==> src/rtl/bus_hold_arbiter.sv <==
// bus_hold_arbiter
//   Shares the 386SX bus between the CPU and two secondary masters (DMA on
//   req[0], debug on req[1]) through the HOLD/HLDA handshake. Requests are
//   arbitrated round-robin, HOLD is raised, and the winner is granted only
//   after HOLDA is seen. After every tenure the CPU is guaranteed CPU_GAP
//   idle cycles before HOLD can be raised again.
//
// Ports
//   clk      in   single clock (2x CPU clock), all logic on posedge
//   reset    in   synchronous, active-high
//   req[1:0] in   level requests, bit 0 DMA, bit 1 debug
//   holda    in   HOLDA from the CPU, already synchronised
//   hold     out  HOLD to the CPU
//   gnt[1:0] out  one-hot grant, zero when no master owns the bus
//   preempt  out  owner has held the bus longer than MAX_TENURE cycles
//   busy     out  arbiter not in IDLE
//   err[1:0] out  sticky: bit 0 HOLDA timeout, bit 1 HOLDA lost in grant
module bus_hold_arbiter #(
  parameter int CPU_GAP       = 4,
  parameter int MAX_TENURE    = 64,
  parameter int HOLDA_TIMEOUT = 255
) (
  input  logic       clk,
  input  logic       reset,
  input  logic [1:0] req,
  input  logic       holda,
  output logic       hold,
  output logic [1:0] gnt,
  output logic       preempt,
  output logic       busy,
  output logic [1:0] err
);

  localparam int GAP_W  = (CPU_GAP > 0) ? $clog2(CPU_GAP + 1) : 1;
  localparam int WAIT_W = (HOLDA_TIMEOUT > 1) ? $clog2(HOLDA_TIMEOUT) : 1;
  localparam int TEN_W  = (MAX_TENURE > 1) ? $clog2(MAX_TENURE) : 1;

  localparam logic [GAP_W-1:0]  GAP_LOAD  = GAP_W'(CPU_GAP);
  // Last wait count value: HOLD_REQ cycle number HOLDA_TIMEOUT.
  localparam logic [WAIT_W-1:0] WAIT_LAST = WAIT_W'(HOLDA_TIMEOUT - 1);
  // Tenure saturates here; reaching it arms preempt for the next cycle.
  localparam logic [TEN_W-1:0]  TEN_LAST  = TEN_W'(MAX_TENURE - 1);

  typedef enum logic [1:0] {IDLE, HOLD_REQ, GRANT, RELEASE} state_t;

  state_t            state_reg, state_next;
  logic              winner_reg, winner_next;
  logic              last_reg, last_next;
  logic [GAP_W-1:0]  gap_reg, gap_next;
  logic [WAIT_W-1:0] wait_cnt_reg, wait_cnt_next;
  logic [TEN_W-1:0]  tenure_reg, tenure_next;
  logic [1:0]        err_next;
  logic              preempt_next;
  logic              hold_next;
  logic              busy_next;
  logic [1:0]        gnt_next;
  logic              pick;

  // Round-robin: on a tie the master that was not granted last wins.
  assign pick = (req == 2'b11) ? ~last_reg : req[1];

  always_comb begin
    state_next    = state_reg;
    winner_next   = winner_reg;
    last_next     = last_reg;
    gap_next      = gap_reg;
    wait_cnt_next = wait_cnt_reg;
    tenure_next   = tenure_reg;
    err_next      = err;
    preempt_next  = 1'b0;

    case (state_reg)
      IDLE: begin
        if (req != 2'b00 && gap_reg == '0) begin
          winner_next   = pick;
          wait_cnt_next = '0;
          state_next    = HOLD_REQ;
        end else if (gap_reg != '0) begin
          gap_next = gap_reg - 1'b1;
        end
      end
      HOLD_REQ: begin
        if (holda && req[winner_reg]) begin
          tenure_next = '0;
          last_next   = winner_reg;
          state_next  = GRANT;
        end else if (!req[winner_reg]) begin
          state_next = RELEASE;
        end else if (wait_cnt_reg >= WAIT_LAST) begin
          err_next[0] = 1'b1;
          state_next  = RELEASE;
        end else begin
          wait_cnt_next = wait_cnt_reg + 1'b1;
        end
      end
      GRANT: begin
        if (!req[winner_reg]) begin
          state_next = RELEASE;
        end else if (!holda) begin
          err_next[1] = 1'b1;
          state_next  = RELEASE;
        end else if (tenure_reg == TEN_LAST) begin
          // Preempt only signals; the owner keeps the bus until it drops req.
          preempt_next = 1'b1;
        end else begin
          tenure_next = tenure_reg + 1'b1;
        end
      end
      RELEASE: begin
        if (!holda) begin
          gap_next   = GAP_LOAD;
          state_next = IDLE;
        end
      end
      default: state_next = IDLE;
    endcase

    // Outputs are decoded from the next state so that they leave the flops
    // in the same cycle the state does.
    hold_next = (state_next == HOLD_REQ) || (state_next == GRANT);
    busy_next = (state_next != IDLE);
    gnt_next  = 2'b00;
    if (state_next == GRANT) begin
      gnt_next = winner_next ? 2'b10 : 2'b01;
    end
  end

  always_ff @(posedge clk) begin
    if (reset) begin
      state_reg    <= IDLE;
      winner_reg   <= 1'b0;
      last_reg     <= 1'b1;   // makes req[0] win the first tie
      gap_reg      <= '0;
      wait_cnt_reg <= '0;
      tenure_reg   <= '0;
      hold         <= 1'b0;
      gnt          <= 2'b00;
      preempt      <= 1'b0;
      busy         <= 1'b0;
      err          <= 2'b00;
    end else begin
      state_reg    <= state_next;
      winner_reg   <= winner_next;
      last_reg     <= last_next;
      gap_reg      <= gap_next;
      wait_cnt_reg <= wait_cnt_next;
      tenure_reg   <= tenure_next;
      hold         <= hold_next;
      gnt          <= gnt_next;
      preempt      <= preempt_next;
      busy         <= busy_next;
      err          <= err_next;
    end
  end

endmodule

==> config.mk <==
export PLATFORM = sky130hd
export DESIGN_NAME = bus_hold_arbiter
export DESIGN_NICKNAME = d
export VERILOG_FILES = /design/src/rtl/bus_hold_arbiter.sv
export SDC_FILE = /design/constraint.sdc
export NUM_CORES = 1
export LEC_CHECK = 0
export BUFFER_PORTS_ARGS = -buffer_cell sky130_fd_sc_hd__clkbuf_2
export CORE_ASPECT_RATIO = 0.7
export CORE_MARGIN = 2
export CORE_UTILIZATION = 45
export DETAILED_ROUTE_END_ITERATION = 10
export PLACE_DENSITY = 0.61
export SKIP_LAST_GASP = 1
export SLEW_MARGIN = 30
export SYNTH_ARGS = -nofsm -noshare
export SYNTH_HDL_FRONTEND = slang
export SYNTH_SLANG_ARGS = --single-unit
export TNS_END_PERCENT = 30
==> constraint.sdc <==
create_clock -name clk -period 2.3 [get_ports clk]
set_input_delay 0.46 -clock clk [delete_from_list [all_inputs] [get_ports clk]]
set_output_delay 0.46 -clock clk [all_outputs]
set_load 0.005 [all_outputs]
==> metrics, run 1 <==
status complete, no violations; Synth Instances between 150 and 200; Hold Path Class reg -> reg; P_leak between 0.5 and 0.6 nW; GRT met3 Usage around 4.8%; Hold Path Origin err[1]$_SDFFE_PP0P_; fin crit share a little under 90%; largest net degree at the start of global routing 25; Switching Share between 30% and 40%; Hold Path End err[1]$_SDFFE_PP0P_; H-Tree Depth 1; drt first pass iters 4; post-CTS setup buffers 0; P per Cell Area a little under 1000 nW/µm²; layout net count around 180; Worst Path Required ~2500 ps; Top-Level Pins 12; clock share of power between 10% and 20%; Max Buffers Root-to-Sink 2; num rows 16; wire per inst about 13 µm; Critical Path AT between 2000 and 2500 ps; Top Usage Layer GRT met1; worst vdd ir 0.477 mV; port bufs 11; final worst path period need around 2100 ps; footprint of the multi-input gates about 760 µm²; number of flip-flops in the largest register 8; Max-cap violations 0; CP Max Fanout 14; ys async rst share 0%; Worst Setup End Kind flip-flop; fin. max-slew vios 0; Synthesis Warnings 0; Layout area overhead 6.79%; fill count about 270; internal power between 0.9 and 1 mW; Ant. Diodes 0; Horiz. Die Dim around 71 µm; GR Util met2 between 20% and 30%; CTS resizes 0; Least-Margin Pin Slew 581 ps; #FFs+latches synth 28; post-DP HPWL 1940 µm; met1 usage ~26%; critical path, cell by cell inv_1 > ha_1 > o2111ai_2 > a31oi_2 > or4_1 > a21oi_1; Reg-to-Reg Start wait_cnt_reg[0]$_SDFFE_PP0P_; routed vias/inst 5.59; Die Span Y a little over 50 µm; Post-Syn Nets roughly 170; Distinct cells, synth between 40 and 50; RSZ-0062 raised after global routing false; initial antenna violation count 0; total global routing track utilization 17.1%; sw power about 0.54 mW; vias in the first global route roughly 1000; r2r setup slk between 200 and 250 ps; Max-slew headroom 61.1%; Clock Latency Late Sink 270 ps; Hold Vio Cnt, Final 0; f_max about 0.49 GHz; sequential cell area roughly 560 µm²; gpl congestion about 0.84; total CTS buffers 3; Post-synth EDFFs 0; WHS 486 ps; clk root buf clkbuf_8; Max Clock Skew 7.68 ps; startpoint types flip-flop; Initial Utilization 48.6%; routed vias 1135; Routed WL 2700 µm; Reg power frac 44.0%; combinational share of power about two fifths; Max stage delay on crit path about 540 ps; Detail Route Antenna Nets 0; setup violators final 0; R2R cell count 6; DRT iter0 DRCs 80; Post-CTS Hold Buffers 0; CP max-delay cell or4_1; Sum Neg Setup Slack 0 ps; total grt overflow 0; DRC viols 0; Seq/Total Area, Yosys 40.0%; TritonCTS clock tree built; synthesized area between 1000 and 1500 µm²; die area about 3600 µm²; Crit Path Class reg -> reg; first-pass GRT wire length around 4800 µm; average cell area after synthesis slightly below 9 µm²; share of cells above drive strength 1 between 10% and 20%; CTS sink cnt 28; core area slightly below 3000 µm²; clock-pin slew on the worst setup and hold paths 90 ps; hold depth 2; Top FF cell, synth dfxtp_1; R2R Path End wait_cnt_reg[5]$_SDFFE_PP0P_
==> power by group through the flow <==
stage               logic (mW)  registers (mW)  clock network (mW)
detailed placement       0.545           0.641                   0
CTS                      0.549           0.632               0.268
global route             0.636           0.645               0.296
finish                   0.549           0.632               0.257
floorplan                0.508           0.599                   0
global placement         0.537           0.640                   0
==> worst max-delay path by stage <==
stage | to | cells after the start | slack, ps | start
2_1_floorplan | hold$_SDFF_PP0_ | 7 | 490 | req[0]
3_3_place_gp | hold$_SDFF_PP0_ | 7 | 230 | req[0]
3_5_place_dp | hold$_SDFF_PP0_ | 7 | 180 | req[0]
4_1_cts | wait_cnt_reg[5]$_SDFFE_PP0P_ | 6 | 270 | wait_cnt_reg[0]$_SDFFE_PP0P_
5_1_grt | wait_cnt_reg[5]$_SDFFE_PP0P_ | 6 | 9 | wait_cnt_reg[0]$_SDFFE_PP0P_
6_report | wait_cnt_reg[5]$_SDFFE_PP0P_ | 6 | 240 | wait_cnt_reg[0]$_SDFFE_PP0P_
==> layout by cell type, fill, tap and decap left out, types with 2 or more instances in the layout <==
cell / n
o21ai_0: 6
and2_1: 2
or3_1: 5
ha_1: 7
o32ai_1: 2
nand4_1: 4
a31oi_1: 2
clkbuf_2: 11
a21oi_1: 14
nor2_1: 17
a21boi_0: 2
clkbuf_8: 3
nor2b_1: 2
nand2b_1: 2
dfxtp_1: 28
inv_1: 9
nand3_1: 8
nand2_1: 12
nor3_1: 4
and4_1: 2
==> Yosys cell counts (4+ instances only) <==
master,number,area (µm²)
nor3_1,4,20.0
inv_1,9,33.8
nand2_1,12,45.0
a21oi_1,14,70.1
nand4_1,4,25.0
nand3_1,8,40.0
nor2_1,17,63.8
ha_1,7,87.6
or3_1,5,31.3
dfxtp_1,28,561
o21ai_0,6,30.0
==> final cells by class <==
class	count	area share [%]
Clock buffer	3	2.76
Timing Repair Buffer	11	3.68
Sequential cell	28	37.5
Tap cell	36	3.01
Inverter	9	2.26
Multi-Input combinational cell	116	50.8
==> cells by family (layout without fill, tap and decap cells) <==
family | count (synthesis) | in the layout | synth area share [%]
xor+xnor | 1 | 1 | 0.626
simple gates | 70 | 70 | 28.5
buf+inv | 16 | 23 | 5.72
flops | 28 | 28 | 40.0
fa+ha+maj | 7 | 7 | 6.26
mux | 2 | 2 | 1.79
compound gates | 36 | 36 | 17.1
==> through the flow <==
stage	instances	instance area, µm²	power [mW]	worst slack [ps]	util (%)
2_1_floorplan	160	1400	1.11	490	-
3_3_place_gp	200	1450	1.18	234	50.4
3_5_place_dp	200	1450	1.19	183	50.4
4_1_cts	203	1500	1.45	271	51.9
5_1_grt	203	1500	1.58	9.28	51.9
6_report	203	1500	1.44	242	51.9
==> worst max-delay path: cells and delay by family, from the launching register on <==
family	cells	cell delay (ps)
AND/OR/NAND/NOR	1	540
flip-flops	1	440
buffers and inverters	1	90
adder cells (fa/ha/maj)	1	210
AO/OA/AOI/OAI	3	710
==> routing by layer <==
| layer | vias up | wire [µm] |
|---|---|---|
| li1 | 582 | - |
| met2 | 26 | 1090 |
| met4 | 0 | 19 |
| met3 | 2 | 131 |
| met5 | - | 0 |
| met1 | 525 | 1460 |
No activity file was read; power rests on OpenSTA's default activity.
==> run 2: changes to the inputs <==
--- a/config.mk
+++ b/config.mk
@@ -11,6 +11,7 @@
 export CORE_UTILIZATION = 45
 export DETAILED_ROUTE_END_ITERATION = 10
 export PLACE_DENSITY = 0.61
+export SETUP_SLACK_MARGIN = 0.4
 export SKIP_LAST_GASP = 1
 export SLEW_MARGIN = 30
 export SYNTH_ARGS = -nofsm -noshare
==> run 2 against run 1 <==
Compared with the run above:
- die area unchanged
- flip-flop and latch count unchanged
- utilization up 4.2 points
- hold slack got worse by 6.6 ps
- critical path type unchanged
==> metrics, run 2 (synthesis results as in run 1) <==
final worst path period need 1870 ps; P_leak roughly 0.61 nW; Horiz. Die Dim 70.7 µm; gpl congestion about 0.84; Die Span Y just over 50 µm; CP max-delay cell dfxtp_1; Clock Latency Late Sink 280 ps; Max Buffers Root-to-Sink 2; fin. max-slew vios 0; final core occ a little under three fifths; Least-Margin Pin Slew between 400 and 500 ps; P per Cell Area roughly 1000 nW/µm²; Worst Setup End Kind flip-flop; Ant. Diodes 0; Hold Path Class in -> reg; Sum Neg Setup Slack 0 ps; CP Max Fanout 4; Initial Utilization between 40% and 50%; vias in the first global route roughly 1100; num rows 16; setup violators final 0; Max Clock Skew approximately 9.4 ps; Worst Path Required roughly 2500 ps; RSZ-0062 raised after global routing true; Post-CTS Hold Buffers 0; f_max 0.536 GHz; routed vias 1166; Max-slew headroom 68.0%; Max stage delay on crit path around 360 ps; DRC viols 0; startpoint types flip-flop; most frequent cells in the layout dfxtp_1, nor2_1, a21oi_1; number of flip-flops in the largest register 8; drt first pass iters 4; Max-cap violations 0; core area just under 3000 µm²; TritonCTS clock tree built; Routed WL between 2000 and 3000 µm; share of cells above drive strength 1 around a quarter; Layout area overhead 15.4%; H-Tree Depth 1; clk root buf clkbuf_8; overall power around 1.7 mW; DRT iter0 DRCs 88; die area 3580 µm²; port bufs 11; fill count approximately 260; status complete, no violations; fin crit share between 80% and 90%; CTS sink cnt 28; Top-Level Pins 12; clock-pin slew on the worst setup and hold paths around 90 ps; Hold Vio Cnt, Final 0; Critical Path AT slightly above 2000 ps; wire per inst 13.7 µm; most common cell after layout, fill and taps aside dfxtp_1; Detail Route Antenna Nets 0; routed vias/inst 5.50; layout net count 190; WHS 479 ps; initial antenna violation count 0; total global routing track utilization around 17%; total grt overflow 0; first-pass GRT wire length 4970 µm; largest net degree at the start of global routing 25; worst vdd ir 0.583 mV; Crit Path Class reg -> reg; total CTS buffers 3; critical path, cell by cell inv_1 > ha_1 > nand2b_4 > nor4_4 > buf_4 > buf_4 > a211oi_4 > ha_1 > nor2b_1; post-DP HPWL 1940 µm
==> run 2: critical path, delay by kind of cell, from the launching register on <==
kind / cells / cell delay (ps)
compound gates: 1 / 250
fa+ha+maj: 2 / 480
simple gates: 3 / 250
flops: 1 / 360
buf+inv: 3 / 370
==> run 2: repair_timing <==
item                       4_1_cts  5_1_grt
buffers inserted                 0        9
setup endpoints to repair        4       11
resized for setup                4       10
pin swaps                        1        4
==> run 2: worst paths after layout <==
path | depth (start not counted) | slack, ps | startpoint | endpoint
hold / removal | 3 | 480 | holda | preempt$_SDFF_PP0_
setup reg to reg | 9 | 430 | gap_reg[0]$_SDFFE_PP0P_ | hold$_SDFF_PP0_
setup / recovery | 9 | 430 | gap_reg[0]$_SDFFE_PP0P_ | hold$_SDFF_PP0_
hold reg to reg | 2 | 490 | err[1]$_SDFFE_PP0P_ | err[1]$_SDFFE_PP0P_
==> run 2: power breakdown <==
group / switching (mW) / leakage, nW / internal (mW)
Sequential: 0.0830 / 0.229 / 0.560
Clock: 0.145 / 0.0216 / 0.118
Combinational: 0.380 / 0.364 / 0.374
Total: 0.608 / 0.614 / 1.05
==> run 2: final cells by class <==
type | instances | area (µm²) | share of cell area (%)
timing repair buffer | 20 | 123 | 7.59
tap | 36 | 45.0 | 2.79
sequential | 28 | 567 | 35.1
clock buffer | 3 | 41.3 | 2.56
multi-input combinational | 116 | 806 | 49.9
inverter | 9 | 33.8 | 2.09
==> run 2: per-stage QoR <==
step                worst slack, ps  instance area, µm²  std cells
global route                    296                1620        212
finish                          433                1620        212
detailed placement              183                1450        200
global placement                234                1450        200
CTS                             362                1520        203
floorplan                       490                1400        160
==> run 2: per-layer routing <==
metal / up-vias / global-route usage, % / wire length (µm)
met5: - / 0 / 0
met4: 0 / 3.77 / 4
met3: 2 / 4.82 / 153
met2: 31 / 25.5 / 1240
met1: 535 / 25.6 / 1510
li1: 598 / - / -
